$ cat config.mk
export PLATFORM = sky130hd
export DESIGN_NAME = serial_add_sub
export DESIGN_NICKNAME = d
export VERILOG_FILES = /design/src/rtl/serial_add_sub_pkg.sv /design/src/rtl/add_sub_slice.sv /design/src/rtl/serial_add_sub.sv
export SDC_FILE = /design/constraint.sdc
export NUM_CORES = 1
export LEC_CHECK = 0
export ABC_AREA = 1
export CAP_MARGIN = 5
export CORE_AREA = 3 3 66 83
export CTS_CLUSTER_SIZE = 8
export DETAILED_ROUTE_END_ITERATION = 8
export DIE_AREA = 0 0 69 86
export PLACE_DENSITY = 0.57
export SLEW_MARGIN = 20
export SYNTH_ARGS = -nofsm -noshare
export SYNTH_HDL_FRONTEND = slang
export SYNTH_SLANG_ARGS = --single-unit
$ cat constraint.sdc
create_clock -name clk -period 2.1 [get_ports clk]
set_input_delay 0.21 -clock clk [delete_from_list [all_inputs] [get_ports clk]]
set_output_delay 0.21 -clock clk [all_outputs]
set_load 0.01 [all_outputs]
$ cat src/rtl/serial_add_sub_pkg.sv
// Shared types and helpers for the bit-serial adder/subtractor.
// Holds the FSM state encoding, the operation codes and the beat-counter sizing.
package serial_add_sub_pkg;

    typedef enum logic [1:0] {
        IDLE = 2'd0,
        RUN  = 2'd1,
        DONE = 2'd2
    } state_t;

    localparam logic OP_ADD = 1'b0;
    localparam logic OP_SUB = 1'b1;

    // Beat counter width: clog2 of the number of beats, never narrower than one bit.
    function automatic int cnt_width(input int width, input int bits_per_cycle);
        int beats;
        beats = width / bits_per_cycle;
        return ($clog2(beats) < 1) ? 1 : $clog2(beats);
    endfunction

endpackage

$ cat src/rtl/add_sub_slice.sv
// Combinational BITS-wide ripple of full-adder cells used once per beat.
// Also exposes the carry into its top bit so the caller can derive signed overflow.
module add_sub_slice #(
    parameter int BITS = 1
) (
    input  logic [BITS-1:0] a,
    input  logic [BITS-1:0] b,
    input  logic            cin,
    output logic [BITS-1:0] sum,
    output logic            cout,
    output logic            c_top
);

    logic c;

    // NOTE: every output of a combinational block gets a default first so no path leaves it unassigned (which would infer a latch).
    always_comb begin
        sum   = '0;
        c     = cin;
        c_top = cin;
        for (int i = 0; i < BITS; i++) begin
            if (i == BITS - 1) begin
                c_top = c;
            end
            sum[i] = a[i] ^ b[i] ^ c;
            c      = (a[i] & b[i]) | (c & (a[i] ^ b[i]));
        end
        cout = c;
    end

endmodule

$ cat src/rtl/serial_add_sub.sv
// Multi-cycle WIDTH-bit adder/subtractor that processes BITS_PER_CYCLE bits per clock, LSB first.
// Subtraction is a + ~b + ~cin, so the carry flip-flop holds an inverted borrow while running.
module serial_add_sub
    import serial_add_sub_pkg::*;
#(
    parameter int WIDTH          = 8,
    parameter int BITS_PER_CYCLE = 1
) (
    input  logic             clk,
    input  logic             rst,
    input  logic             start,
    input  logic [WIDTH-1:0] a,
    input  logic [WIDTH-1:0] b,
    input  logic             cin,
    input  logic             select,
    output logic             busy,
    output logic             done,
    output logic [WIDTH-1:0] result,
    output logic             cout,
    output logic             overflow,
    output logic             zero
);

    localparam int BEATS = WIDTH / BITS_PER_CYCLE;
    localparam int CNT_W = cnt_width(WIDTH, BITS_PER_CYCLE);
    localparam logic [CNT_W-1:0] LAST_BEAT = CNT_W'(BEATS - 1);

    generate
        if (WIDTH < 2 || BITS_PER_CYCLE < 1 || (WIDTH % BITS_PER_CYCLE) != 0) begin : g_bad_params
            $error("serial_add_sub: WIDTH must be >= 2 and divisible by BITS_PER_CYCLE");
        end
    endgenerate

    state_t                    state;
    logic [CNT_W-1:0]          beat;
    logic [WIDTH-1:0]          a_sr;
    logic [WIDTH-1:0]          b_sr;
    logic                      carry;
    logic                      op_sel;

    logic [BITS_PER_CYCLE-1:0] slice_sum;
    logic                      slice_cout;
    logic                      slice_c_top;
    logic [WIDTH+BITS_PER_CYCLE-1:0] shifted;
    logic [WIDTH-1:0]          next_result;

    add_sub_slice #(
        .BITS (BITS_PER_CYCLE)
    ) u_slice (
        .a     (a_sr[BITS_PER_CYCLE-1:0]),
        .b     (b_sr[BITS_PER_CYCLE-1:0]),
        .cin   (carry),
        .sum   (slice_sum),
        .cout  (slice_cout),
        .c_top (slice_c_top)
    );

    // Sum bits enter at the MSB end; after BEATS shifts the word is aligned.
    assign shifted     = {slice_sum, result};
    assign next_result = shifted[WIDTH+BITS_PER_CYCLE-1:BITS_PER_CYCLE];

    // NOTE: sequential state uses non-blocking assignments so every register samples pre-edge values.
    always_ff @(posedge clk or posedge rst) begin
        if (rst) begin
            state    <= IDLE;
            beat     <= '0;
            a_sr     <= '0;
            b_sr     <= '0;
            carry    <= 1'b0;
            op_sel   <= OP_ADD;
            busy     <= 1'b0;
            done     <= 1'b0;
            result   <= '0;
            cout     <= 1'b0;
            overflow <= 1'b0;
            zero     <= 1'b0;
        end else begin
            case (state)
                IDLE, DONE: begin
                    done <= 1'b0;
                    if (start) begin
                        a_sr   <= a;
                        b_sr   <= (select == OP_SUB) ? ~b : b;
                        carry  <= (select == OP_SUB) ? ~cin : cin;
                        op_sel <= select;
                        beat   <= '0;
                        busy   <= 1'b1;
                        state  <= RUN;
                    end else begin
                        state <= IDLE;
                    end
                end
                RUN: begin
                    result <= next_result;
                    a_sr   <= a_sr >> BITS_PER_CYCLE;
                    b_sr   <= b_sr >> BITS_PER_CYCLE;
                    carry  <= slice_cout;
                    beat   <= beat + 1'b1;
                    if (beat == LAST_BEAT) begin
                        cout     <= slice_cout ^ op_sel;
                        overflow <= slice_c_top ^ slice_cout;
                        zero     <= (next_result == '0);
                        busy     <= 1'b0;
                        done     <= 1'b1;
                        state    <= DONE;
                    end
                end
                default: begin
                    state <= IDLE;
                    busy  <= 1'b0;
                    done  <= 1'b0;
                end
            endcase
        end
    end

endmodule

==> flow_metrics.py, run 1 <==
metrics = {
    "floorplan": {
        "initial_utilization_pct": 34.32,
        "fp.dieW_um": 69,
        "dieArea_sq_um": 5934,
        "num_rows": 28,
        "die_y_um": 86,
        "io_pins": 34,
        "core_area_sq_um": 4765,
    },
    "cts": {
        "cts_sinks": 35,
        "postCtsSetupBuffers": 0,
        "cts.htree.levels": 2,
        "cts_tree": "done",
        "postCtsHoldBufs": 0,
        "postCtsResizedCells": 0,
        "cts_root_buf": "clkbuf_8",
        "cts_made_buffers": 5,
        "path_clk_slew_ns": 0.07,
        "cts_max_path_buffers": 2,
        "clock_latency_ns": 0.28,
    },
    "sta": {
        "worst_pin_slew_ns": 0.5440,
        "finalHoldViolCount": 0,
        "timing.final.crit_share_pct": 68.99,
        "finalCriticalPeriod_ns": 1.449,
        "clock.fmax_mhz": 690.3,
        "clock_skew_ns": 0.006119,
        "drv_slew": 0,
        "holdWs_ns": 0.3338,
        "max-slew-margin-rel_pct": 63.62,
        "finalSetupViolations": 0,
        "grt_setup_unrepaired": "false",
        "finalSetupTns_ns": 0,
    },
    "routing": {
        "vias": 1327,
        "drt-initial-drc-count": 99,
        "routed_wl_mm": 3.243,
        "firstDrtPassIters": 4,
        "drc": 0,
        "wl_per_cell_um": 11.14,
        "ant_nets": 0,
        "post_drt_via_cell_ratio": 4.560,
    },
    "placed_design": {
        "gp_congestion": 0.7238,
        "io_buffer_count": 33,
        "placed_area_sq_um": 1998,
        "hpwl_mm": 2.231,
    },
    "yosys": {
        "synth_area_sq_um": 1635,
        "yosysUniqueCellTypes": 18,
        "synthCells": 197,
        "yosysWarnings": 0,
        "synth_nets": 221,
        "yosysSeqAreaShare_pct": 53.56,
        "syn_area_per_cell_sq_um": 8.301,
        "ys_seq_elements": 35,
    },
    "critical_path": {
        "worstReg2RegStart": "carry",
        "cpPeakStageDelay_ns": 0.55,
        "r2r_end": "zero",
        "start_kind": "flop",
        "r2r_slack_ns": 0.73,
        "crit_path_end_kind": "output pin",
        "crit_chain": "clkdlybuf4s50_1",
        "criticalPathCategory": "flop to output pin",
        "critPathRequiredTime_ns": 1.89,
        "path_delay_family": "buffers and inverters",
        "reg2reg_depth": 6,
        "path_buf_inv": 1,
        "cp_max_fo": 4,
        "arrival_ns": 1.24,
        "cp_slowest_cell": "clkdlybuf4s50_1",
        "critPathLaunch": "result[2]",
    },
    "outcome": {
        "status": "completed",
    },
    "global_routing": {
        "use_met1_pct": 13.05,
        "grt_pass1_wl_mm": 5.706,
        "grt_max_degree": 36,
        "met2_usage_pct": 21.44,
        "antenna_found_initial": 0,
        "gr-total-overflow": 0,
        "busiest_layer": "met2",
        "track_usage_pct": 11.80,
        "grt_pass1_vias": 1335,
        "grt_util_met3_pct": 3.048,
    },
    "run": {
        "cap_violations": 0,
    },
    "power": {
        "total_leakage_power_nw": 1.002,
        "powerDensity_nw_per_um2": 1377,
        "peakVddDrop_v": 0.0005248,
    },
    "worst_hold_path": {
        "hold_path.class": "input port to async pin",
    },
    "layout": {
        "final_area_sq_um": 2083,
        "final_nets": 254,
        "drive_gt1_share_pct": 9.524,
        "area_growth_pct": 27.39,
        "diodes": 0,
        "fillers": 513,
    },
}
[Yosys cell counts]
library cell	count	area, sq um
xnor2_1	1	8.760
nand2_4	1	11.26
a21oi_1	2	10.01
inv_2	4	15.01
nand2_1	76	285.3
o21ai_1	1	5.000
fa_1	1	20.02
o21ai_0	9	45.04
ha_1	2	25.02
nand3_1	29	145.1
nor2_1	11	41.29
or2_2	6	37.54
buf_4	5	37.54
buf_2	4	20.02
xor2_1	2	17.52
inv_1	6	22.52
nand2_2	2	12.51
dfrtp_1	35	875.8
[per-layer routing]
layer | wire [um] | up-vias
met2 | 1580 | 31
met3 | 157 | 4
met1 | 1474 | 608
li1 | - | 684
met5 | 0 | -
met4 | 31 | 0
[worst max path at each step]
stage | endpoint | slack, ns | depth (start not counted)
floorplan | zero | 0.82 | 6
global placement | b_sr[3] | 0.53 | 4
detailed placement | b_sr[5] | 0.48 | 4
CTS | result[2] | 0.63 | 1
global route | zero | 0.60 | 6
finish | result[2] | 0.65 | 1
[cells in the final DEF, fill, tap and decap left out, drive strengths merged]
cell type | Yosys | layout
or2 | 6 | 6
clkinvlp | 0 | 1
clkinv | 0 | 1
nand2 | 79 | 79
dfrtp | 35 | 35
clkbuf | 0 | 6
fa | 1 | 1
a21oi | 2 | 2
xor2 | 2 | 2
xnor2 | 1 | 1
nand3 | 29 | 29
buf | 9 | 2
ha | 2 | 2
o21ai | 10 | 10
nor2 | 11 | 11
inv | 10 | 10
clkdlybuf4s50 | 0 | 33
[cell type report]
class	instances	area [sq um]	share of cell area (%)
Clock buffer	6	72.57	3.483
Timing Repair Buffer	35	345.3	16.58
Sequential cell	35	875.8	42.04
Clock inverter	2	12.51	0.6006
Tap cell	60	75.07	3.604
Multi-Input combinational cell	143	664.4	31.89
Inverter	10	37.54	1.802
[worst register-to-register path, cell delays in order (launching register included)]
cell and delay [ns]:
dfrtp_1 0.42, fa_1 0.52, nor2_1 0.12, nand2_1 0.05
nor2_1 0.10, nand2_1 0.05, nand2_1 0.05
[registers in the layout, summed over array words and instances, names as in the netlist]
name / flops
a_sr: 8
b_sr: 8
result: 8
beat: 3
busy: 1
carry: 1
cout: 1
done: 1
op_sel: 1
overflow: 1
state: 1
zero: 1
[power breakdown]
part           total (W)  internal (W)  switching (W)
clock network   0.000470      0.000232       0.000238
logic            0.00122      0.000543       0.000678
registers        0.00118      0.000985       0.000194
total            0.00287       0.00176        0.00111
[metrics by stage]
| stage | total power [W] | worst slack (ns) | util (%) | instances |
|---|---|---|---|---|
| floorplan | 0.002024 | 0.8170 | - | 197 |
| global placement | 0.002408 | 0.5312 | 41.94 | 283 |
| detailed placement | 0.002436 | 0.4833 | 41.94 | 283 |
| CTS | 0.002922 | 0.6311 | 43.72 | 291 |
| global route | 0.003158 | 0.6024 | 43.72 | 291 |
| finish | 0.002870 | 0.6513 | 43.72 | 291 |
[kinds of logic (layout without fill, tap and decap cells)]
kind of cell	after synthesis	after routing	share of synthesized area, %
and+or+nand+nor	125	125	32.59
adders and majority gates	3	3	2.754
buffers and inverters	19	53	5.815
xor gates and xnor gates	3	3	1.607
AOI/OAI and AO/OA	12	12	3.672
DFF	35	35	53.56
Power figures use the tool's default switching activity.
==> inputs of run 2 (changes only) <==
==> constraint.sdc (replaced) <==
create_clock -name clk -period 1.4 [get_ports clk]
set_input_delay 0.14 -clock clk [delete_from_list [all_inputs] [get_ports clk]]
set_output_delay 0.14 -clock clk [all_outputs]
set_load 0.01 [all_outputs]
==> run 2 against run 1 <==
Effect of this change:
- total power is 65% higher
- sequential cell count stayed put
- global-route usage is 0.58 points higher
- clock power is 99% higher
- critical path depth stayed put
- count of clock-buffer cells in the layout stayed put
- via count is 2.9% higher
- critical path type unchanged
==> flow_metrics.py, run 2 (synthesis results as in run 1) <==
metrics = {
    "layout": {
        "finalNonFillerCells": 302,
        "largestRegisters": "a_sr x8, b_sr x8, result x8",
        "drive_gt1_share_pct": 14.05,
        "fin_util_pct": 46.72,
        "area_growth_pct": 36.11,
        "diodes": 0,
        "final_area_sq_um": 2226,
        "layout_common_cells": "76 x nand2_1, 35 x dfrtp_1, 32 x clkdlybuf4s50_1",
        "final_common_cell": "nand2_1",
        "final_nets": 265,
    },
    "critical_path": {
        "criticalPathCategory": "flop to output pin",
        "path_delay_family": "buffers and inverters",
        "critPathRequiredTime_ns": 1.26,
        "critPathLaunch": "result[5]",
        "cpPeakStageDelay_ns": 0.54,
        "crit_chain": "clkdlybuf4s50_1",
        "crit_path_end_kind": "output pin",
        "cp_max_fo": 3,
        "path_buf_inv": 1,
        "r2r_slack_ns": 0.09,
        "worstReg2RegStart": "a_sr[0]",
        "start_kind": "flop",
        "arrival_ns": 1.20,
        "cp_slowest_cell": "clkdlybuf4s50_1",
    },
    "sta": {
        "holdWs_ns": 0.1916,
        "clock_skew_ns": 0.007489,
        "max-slew-margin-rel_pct": 79.94,
        "timing.final.crit_share_pct": 95.85,
        "drv_slew": 0,
        "clock.fmax_mhz": 745.2,
        "grt_setup_unrepaired": "true",
        "worst_pin_slew_ns": 0.2999,
        "finalSetupViolations": 0,
        "finalHoldViolCount": 0,
        "finalCriticalPeriod_ns": 1.342,
    },
    "run": {
        "cap_violations": 0,
    },
    "global_routing": {
        "grt_pass1_vias": 1317,
        "antenna_found_initial": 0,
        "grt_max_degree": 36,
        "grt_pass1_wl_mm": 5.899,
        "gr-total-overflow": 0,
        "track_usage_pct": 12.39,
    },
    "floorplan": {
        "core_area_sq_um": 4765,
        "die_y_um": 86,
        "io_pins": 34,
        "num_rows": 28,
        "dieArea_sq_um": 5934,
        "initial_utilization_pct": 34.32,
        "fp.dieW_um": 69,
    },
    "cts": {
        "cts.htree.levels": 2,
        "cts_made_buffers": 5,
        "path_clk_slew_ns": 0.07,
        "postCtsHoldBufs": 0,
        "clock_latency_ns": 0.29,
        "cts_max_path_buffers": 2,
        "cts_sinks": 35,
        "cts_root_buf": "clkbuf_8",
        "cts_tree": "done",
    },
    "outcome": {
        "status": "completed",
    },
    "power": {
        "peakVddDrop_v": 0.0008275,
        "total_leakage_power_nw": 1.099,
        "powerDensity_nw_per_um2": 2129,
    },
    "routing": {
        "post_drt_via_cell_ratio": 4.520,
        "ant_nets": 0,
        "wl_per_cell_um": 11.15,
        "drt-initial-drc-count": 56,
        "drc": 0,
        "vias": 1365,
        "firstDrtPassIters": 4,
        "routed_wl_mm": 3.366,
    },
    "placed_design": {
        "placed_area_sq_um": 2061,
        "gp_congestion": 0.7531,
        "io_buffer_count": 33,
        "dp_cells": 288,
        "hpwl_mm": 2.382,
    },
    "worst_hold_path": {
        "hold_path.class": "input port to async pin",
    },
}
-- run 2: changes by cell type in the layout (fill, tap and decap cells not counted) --
cell             change
buf_12               +2
buf_4                +9
bufinv_16            +1
clkbuf_1             -1
clkbuf_8             +1
clkdlybuf4s50_1      -1
clkinvlp_4           -1
dlymetal6s2s_1       +1
-- run 2: what timing repair did --
item | 4_1_cts | 5_1_grt
endpoints found under the setup margin | 1 | 6
buffers inserted | 1 | 5
pin swaps | 0 | 3
gates resized for setup | 0 | 1
-- run 2: per-layer routing --
| layer | part of all wire, % | vias up | track usage (%) |
|---|---|---|---|
| met4 | 1.4 | 0 | 4.263 |
| met5 | 0 | - | 0 |
| li1 | - | 705 | - |
| met3 | 5.1 | 6 | 3.986 |
| met1 | 44 | 622 | 14.06 |
| met2 | 50 | 32 | 21.88 |
-- run 2: power breakdown --
part	switching (W)	internal [W]	total (W)
registers	0.000269	0.00148	0.00175
clock network	0.000361	0.000576	0.000937
logic	0.00108	0.000978	0.00206
-- run 2: final cells by class --
type | instances | area, sq um
fill | 511 | 2539
timing repair buffer | 46 | 455.4
clock buffer | 6 | 82.58
inverter | 10 | 37.54
multi-input combinational | 143 | 664.4
clock inverter | 2 | 35.03
sequential | 35 | 875.8
tap | 60 | 75.07
-- run 2: final timing paths --
kind                             end  cells past startpoint
setup / recovery           result[5]                      1
hold / removal             result[5]                      3
setup reg to reg                zero                      6
hold reg to reg              beat[1]                      2
max in group asynchronous  result[6]                      3
min in group clk             a_sr[7]                      3
-- run 2: stage by stage --
stage	power, W	setup slack, ns	setup TNS (ns)
global route	0.005196	-0.04502	-0.04502
floorplan	0.003035	0.1170	0
CTS	0.004740	0.005564	0
finish	0.004740	0.05810	0
detailed placement	0.003766	0.02458	0
global placement	0.003722	0.05412	0
==> inputs of run 3 (changes only) <==
--- a/config.mk
+++ b/config.mk
@@ -6,7 +6,7 @@
 export NUM_CORES = 1
 export LEC_CHECK = 0
 export ABC_AREA = 1
-export CAP_MARGIN = 5
+export CAP_MARGIN = 20
 export CORE_AREA = 3 3 66 83
 export CTS_CLUSTER_SIZE = 8
 export DETAILED_ROUTE_END_ITERATION = 8
==> results of run 3 <==
Same layout as run 2: the final DEF is identical, and so are final timing and power.
